`config.mk`:
```
export PLATFORM = sky130hd
export DESIGN_NAME = nibbler_sequencer
export DESIGN_NICKNAME = d
export VERILOG_FILES = /design/src/rtl/nibbler_sequencer.sv
export SDC_FILE = /design/constraint.sdc
export NUM_CORES = 1
export LEC_CHECK = 0
export CAP_MARGIN = 10
export CORE_MARGIN = 5
export CORE_UTILIZATION = 25
export CTS_BUF_LIST = sky130_fd_sc_hd__clkbuf_4 sky130_fd_sc_hd__clkbuf_8
export DETAILED_ROUTE_END_ITERATION = 12
export PLACE_DENSITY = 0.5
export SYNTH_ARGS = -nofsm -noshare
export SYNTH_HDL_FRONTEND = slang
export SYNTH_SLANG_ARGS = --single-unit
```
`constraint.sdc`:
```
create_clock -name clk -period 1.8 [get_ports clk]
set_input_delay 0.18 -clock clk [delete_from_list [all_inputs] [get_ports clk]]
set_output_delay 0.18 -clock clk [all_outputs]
set_load 0.02 [all_outputs]
```
`src/rtl/nibbler_sequencer.sv`:
```
// Nibbler CPU sequencer: owns the PC, runs FETCH/EXECUTE over the 8-bit ROM,
// resolves conditional jumps from the {C,Z} flags and strobes decoded ops.
module nibbler_sequencer #(
  parameter int unsigned ADDR_W = 12,
  parameter logic [ADDR_W-1:0] RESET_PC = '0
) (
  input  logic              clk,
  input  logic              reset,
  input  logic              stall,
  input  logic [7:0]        rom_data,
  input  logic [1:0]        flags,
  output logic [ADDR_W-1:0] pc_out,
  output logic              phase,
  output logic              op_valid,
  output logic [3:0]        opcode,
  output logic [3:0]        imm,
  output logic [11:0]       operand_addr,
  output logic              jump_taken,
  output logic              halted,
  output logic [1:0]        dbgState
);

  typedef enum logic [1:0] {
    FETCH   = 2'd0,
    EXECUTE = 2'd1,
    HALTED  = 2'd2
  } state_t;

  // Handshake: none. The ROM is combinational and answers for pc_out in the
  // same cycle; stall=1 freezes everything and suppresses both strobes.

  state_t            state, stateNext;
  logic [ADDR_W-1:0] pc, pcNext;
  logic [7:0]        ir, irNext;
  logic [3:0]        opcodeQ, opcodeNext;
  logic [3:0]        immQ, immNext;
  logic [11:0]       operandQ, operandNext;
  logic              opValidQ, opValidNext;
  logic              jumpQ, jumpNext;
  logic              haltedQ, haltedNext;
  logic              isBranch, isTaken;

  always_comb begin
    isBranch = 1'b1;
    isTaken  = 1'b0;
    unique case (ir[7:4])
      4'h0: isTaken = flags[1];
      4'h1: isTaken = ~flags[1];
      4'h2: isTaken = flags[0];
      4'h3: isTaken = ~flags[0];
      4'hA: isTaken = 1'b1;
      default: isBranch = 1'b0;
    endcase
  end

  always_comb begin
    stateNext   = state;
    pcNext      = pc;
    irNext      = ir;
    opcodeNext  = opcodeQ;
    immNext     = immQ;
    operandNext = operandQ;
    opValidNext = 1'b0;
    jumpNext    = 1'b0;
    haltedNext  = haltedQ;
    if (!stall) begin
      unique case (state)
        FETCH: begin
          irNext    = rom_data;
          pcNext    = pc + ADDR_W'(1);
          stateNext = EXECUTE;
        end
        EXECUTE: begin
          // rom_data now carries byte1 of the instruction latched in ir.
          opcodeNext  = ir[7:4];
          immNext     = ir[3:0];
          operandNext = {ir[3:0], rom_data};
          pcNext      = pc + ADDR_W'(1);
          stateNext   = FETCH;
          if (ir[7:4] == 4'hF) begin
            stateNext  = HALTED;
            haltedNext = 1'b1;
          end else if (isBranch) begin
            if (isTaken) begin
              pcNext   = ADDR_W'({ir[3:0], rom_data});
              jumpNext = 1'b1;
            end
          end else begin
            opValidNext = 1'b1;
          end
        end
        default: begin
          stateNext = HALTED;
        end
      endcase
    end
  end

  always_ff @(posedge clk) begin
    if (reset) begin
      state    <= FETCH;
      pc       <= RESET_PC;
      ir       <= 8'h00;
      opcodeQ  <= 4'h0;
      immQ     <= 4'h0;
      operandQ <= 12'h000;
      opValidQ <= 1'b0;
      jumpQ    <= 1'b0;
      haltedQ  <= 1'b0;
    end else begin
      state    <= stateNext;
      pc       <= pcNext;
      ir       <= irNext;
      opcodeQ  <= opcodeNext;
      immQ     <= immNext;
      operandQ <= operandNext;
      opValidQ <= opValidNext;
      jumpQ    <= jumpNext;
      haltedQ  <= haltedNext;
    end
  end

  assign pc_out       = pc;
  assign phase        = (state == EXECUTE);
  assign op_valid     = opValidQ;
  assign opcode       = opcodeQ;
  assign imm          = immQ;
  assign operand_addr = operandQ;
  assign jump_taken   = jumpQ;
  assign halted       = haltedQ;
  assign dbgState     = state;

endmodule

```
---- Yosys cells after proc, flatten, opt, wreduce, memory -nomap -nowiden ----
Cells that the tools add are included.
storage, ports and cells
  register bits ........................... 45
  input port bits ......................... 13
  logic and storage cells ................. 41
cells by class
  $add $sub $neg .......................... 1
  equality and inequality tests ........... 6
  mux-type cells .......................... 10
  bitwise logic cells ..................... 5
  reductions and logical operators ........ 10
operator list
  kind                                           number
  2-to-1 mux 12 bit                              3
  one-hot mux 12 bit (2 select lines)            1
  adder 12 x 1 -> 12 bit, second input constant  1
  OR reduction 5 bit                             2
  == test 4 x 2 -> 1 bit, second input constant  2
  == test 4 bit, second input constant           2
  AND reduction 2 bit                            3
  NOT 1 bit                                      5
  one-hot mux 1 bit (5 select lines)             1
  == test 4 x 1 -> 1 bit, second input constant  1
  logical NOT 4 bit                              1
  one-hot mux 2 bit (2 select lines)             1
  OR reduction 4 bit                             1
  2-to-1 mux 1 bit                               3
  AND reduction 3 bit                            1
  == test 2 x 1 -> 1 bit, second input constant  1
  logical NOT 2 bit                              1
  2-to-1 mux 2 bit                               1
  nonzero test 2 bit                             1

---- Depth between registers and ports, before layout ----
  word-level depth ........................ 6
  mapped depth ............................ 6
  depth with buffers taken out ............ 6

---- Least setup slack after synthesis ----
No wires, ideal clock.
  path type ............................... reg-to-reg
  from .................................... register pc[0], in the netlist pc_out[0]
  to ...................................... register pc[10], in the netlist pc_out[10]
  library setup time ...................... 0.070 ns
  data arrival time ....................... 1.789 ns
  required time ........................... 1.730 ns
  path slack .............................. -0.059 ns
  cell stages (with the launch flop) ...... 6
  path buffers ............................ 0
  cells stage by stage .................... dfxtp_1 -> ha_1 -> nand3_1 -> or4_1 -> o32a_2 -> a21oi_1
between the ends
  longest elaborated chain between the ends .. 5
ends and longest elaborated chain
  what                                   line    text
  from (decl)                            33      logic [ADDR_W-1:0] pc, pcNext;
  from (signal assigned)                 112     pc <= pcNext;
  adder 12 x 1 -> 12 bit *               70, 78
  2-to-1 mux 12 bit                      84      if (isTaken) begin
  2-to-1 mux 12 bit                      83      end else if (isBranch) begin
  2-to-1 mux 12 bit                      80      if (ir[7:4] == 4'hF) begin
  one-hot mux 12 bit (2 select lines) *  67      unique case (state)
Mark *: on every way between the ends. The rest lies on a longest branch, timed or not.
A chain may end at the register's enable or synchronous reset.

---- Worst setup path in the final report ----
Same ends and word-level chain as after synthesis.

==> impl_metrics.py <==
metrics = {
    "critical_path": {
        "end_kind": "flop",
        "timing.rr.start": "pc_out[0]",
        "cp-start-kind": "flop",
        "arrival_ns": 1.92,
        "worstPathMaxFanout": 6,
        "setup.worst_path.class": "reg2reg",
        "worst_path_max_delay_cell": "or4_4",
        "critPathMaxStageDelay_ns": 0.50,
        "crit_required_ns": 2.03,
        "path_cells": "ha_2 -> nand3_2 -> or4_4 -> o32a_2 -> a21oi_1",
        "cp_top_family": "simple AND/OR/NAND/NOR gates",
        "cp_num_buf_inv": 0,
        "crit_start": "pc_out[0]",
    },
    "layout": {
        "fin_nets": 316,
        "drive_gt1_share_pct": 16.50,
        "multi_input_area_um2": 938.4,
        "fin_cells": 402,
        "area_growth_pct": 45.45,
        "final_util_pct": 37.26,
        "regArea_um2": 828.3,
        "n_fill_cell": 765,
        "diodes": 0,
    },
    "timing": {
        "tightest_slew_ns": 0.4336,
        "report.final.slew_viol_count": 0,
        "finalSetupViolations": 0,
        "min_period_ns": 1.696,
        "fin_crit_sh_pct": 94.22,
        "hold_viol": 0,
        "finClkSkew_ns": 0.002260,
        "slew-limit-headroom_pct": 70.35,
        "fin_hold_ws_ns": 0.4480,
        "tns_ns": 0,
        "max_freq_mhz": 589.6,
    },
    "grt": {
        "grt_max_degree": 21,
        "grtUsageTotal_pct": 12.15,
        "grt_pass1_wl_um": 8645,
        "grt_overflow": 0,
        "grt_pass1_vias": 1712,
        "antenna_found_initial": 0,
    },
    "synthesis": {
        "yosys.area.top_type": "dfxtp_1",
        "synth_cell_type_count": 39,
        "synth_top_area_share_pct": 44.18,
        "syn-cell-area_um2": 1858,
        "synth_ff_type": "dfxtp_1",
        "yosysSeqAreaShare_pct": 44.18,
        "synth_area_leaders": "dfxtp_1 44%, nand2_1 13%, a21oi_1 7.8%",
        "synth_edf_count": 0,
        "yosysWarnings": 0,
        "ys_ff_latch": 41,
        "avgSynthCellArea_um2": 7.774,
        "synth_nets": 253,
        "synthCells": 239,
        "ys_async_sr_fraction_pct": 0,
    },
    "job": {
        "cap_violations": 0,
    },
    "floorplanning": {
        "initial_core_util_pct": 25.62,
        "die_h_um": 96.21,
        "coreArea_um2": 7253,
        "die_width_um": 96.21,
        "die_area_um2": 9256,
        "ios": 51,
        "rows": 31,
    },
    "drt": {
        "wire_per_inst_um": 13.52,
        "drt_wl_total_um": 5435,
        "drtPass1Iterations": 4,
        "ant_nets": 0,
        "drc": 0,
        "via_per_inst": 4.714,
        "vias": 1895,
        "drt_iter0_drc": 72,
    },
    "clock_network": {
        "clockBufferDepth": 2,
        "hold_buffers": 0,
        "cts_tree": "built",
        "worstSkewPairLatency_ns": 0.29,
        "clock_sinks": 41,
        "cts_made_buffers": 5,
        "htree_levels": 2,
        "clock-root-buffer": "clkbuf_8",
        "clk_pin_slew_worst_paths_ns": 0.08,
    },
    "place": {
        "io_buffer_count": 50,
        "place_congestion": 0.8143,
        "place_hpwl_um": 4082,
        "dp_cells": 393,
    },
    "run_status": {
        "status": "finished clean",
    },
    "min_path": {
        "min_from": "halted",
        "min_path_type": "reg2reg",
    },
    "power_and_ir_drop": {
        "power.total_mw": 1.962,
        "pwr_density_cell_nw_per_um2": 725.9,
        "p_leak_nw": 0.9076,
        "ir_worst_vdd_mv": 0.3816,
    },
}
final timing paths:
path                                    to  slack, ns  cells past startpoint
worst max-delay path            pc_out[10]       0.10                      5
worst min-delay path                halted       0.45                      2
worst max register to register  pc_out[10]       0.10                      5
worst min register to register      halted       0.45                      2
registers in the layout (all words and copies together), names as in the netlist:
name / count
ir: 8
dbgState: 2
operand_addr: 8
op_valid: 1
imm: 4
pc_out: 12
opcode: 4
halted: 1
jump_taken: 1
report_power, final:
part | switching [mW] | internal, mW | total (mW)
registers | 0.0377 | 0.942 | 0.980
logic | 0.167 | 0.148 | 0.315
clock network | 0.320 | 0.347 | 0.667
total | 0.524 | 1.44 | 1.96
Yosys cell counts, drive strengths merged, types with 3 or more instances:
| master | number |
|---|---|
| nor3 | 4 |
| clkbuf | 11 |
| nand2 | 63 |
| a2111oi | 3 |
| dfxtp | 41 |
| nor2 | 11 |
| o21ai | 9 |
| buf | 6 |
| a21oi | 29 |
| nor4 | 4 |
| nand3 | 15 |
| or3 | 3 |
| nor2b | 6 |
| inv | 6 |
| a31oi | 8 |
worst reg2reg max path, stage by stage (launching register included):
cell,delay [ns]
dfxtp_4,0.38
ha_2,0.21
nand3_2,0.11
or4_4,0.50
o32a_2,0.33
a21oi_1,0.11
placed cells by master, fill, tap and decap left out, drive strengths merged, types with 6 or more instances in the layout:
cell type and count:
nand2 63, clkdlybuf4s50 49, dfxtp 41, a21oi 29, buf 23, nand3 15, nor2 11, o21ai 9
a31oi 8, clkbuf 7, inv 6, nor2b 6
metrics by stage:
stage / setup slack (ns) / instance area, um^2
final: 0.1040 / 2703
after floorplan: 0.05264 / 1861
after global placement: -0.1316 / 2569
after global routing: -0.007125 / 2703
after detailed placement: -0.1819 / 2569
after CTS: 0.04626 / 2670
routing by layer:
metal / up-vias / share of wire (%) / track usage, %
met5: - / 0 / 0
met4: 0 / 1.1 / 3.910
li1: 946 / - / -
met2: 52 / 46 / 19.15
met1: 891 / 47 / 16.37
met3: 6 / 5.9 / 2.737
kinds of logic after synthesis:
logic type / synth area share [%]
AND/OR/NAND/NOR: 29.83
buffers and inverters: 6.263
AO/OA/AOI/OAI: 18.52
flip-flops: 44.18
multiplexers: 0.5387
adder cells (fa/ha/maj): 0.6733
layout make-up:
class                      count  area share, %
clock buffer                   7          3.565
clock inverter                 1         0.1852
inverter                       6         0.8333
multi-input combinational    175          34.72
sequential                    41          30.65
tap                           99          4.583
timing repair buffer          73          25.46
timing repair:
action	4_1_cts	5_1_grt
resized for setup	0	7
setup buffers	0	1
setup endpoints to repair	0	5
Note: power is estimated with default switching activity, not from simulation.
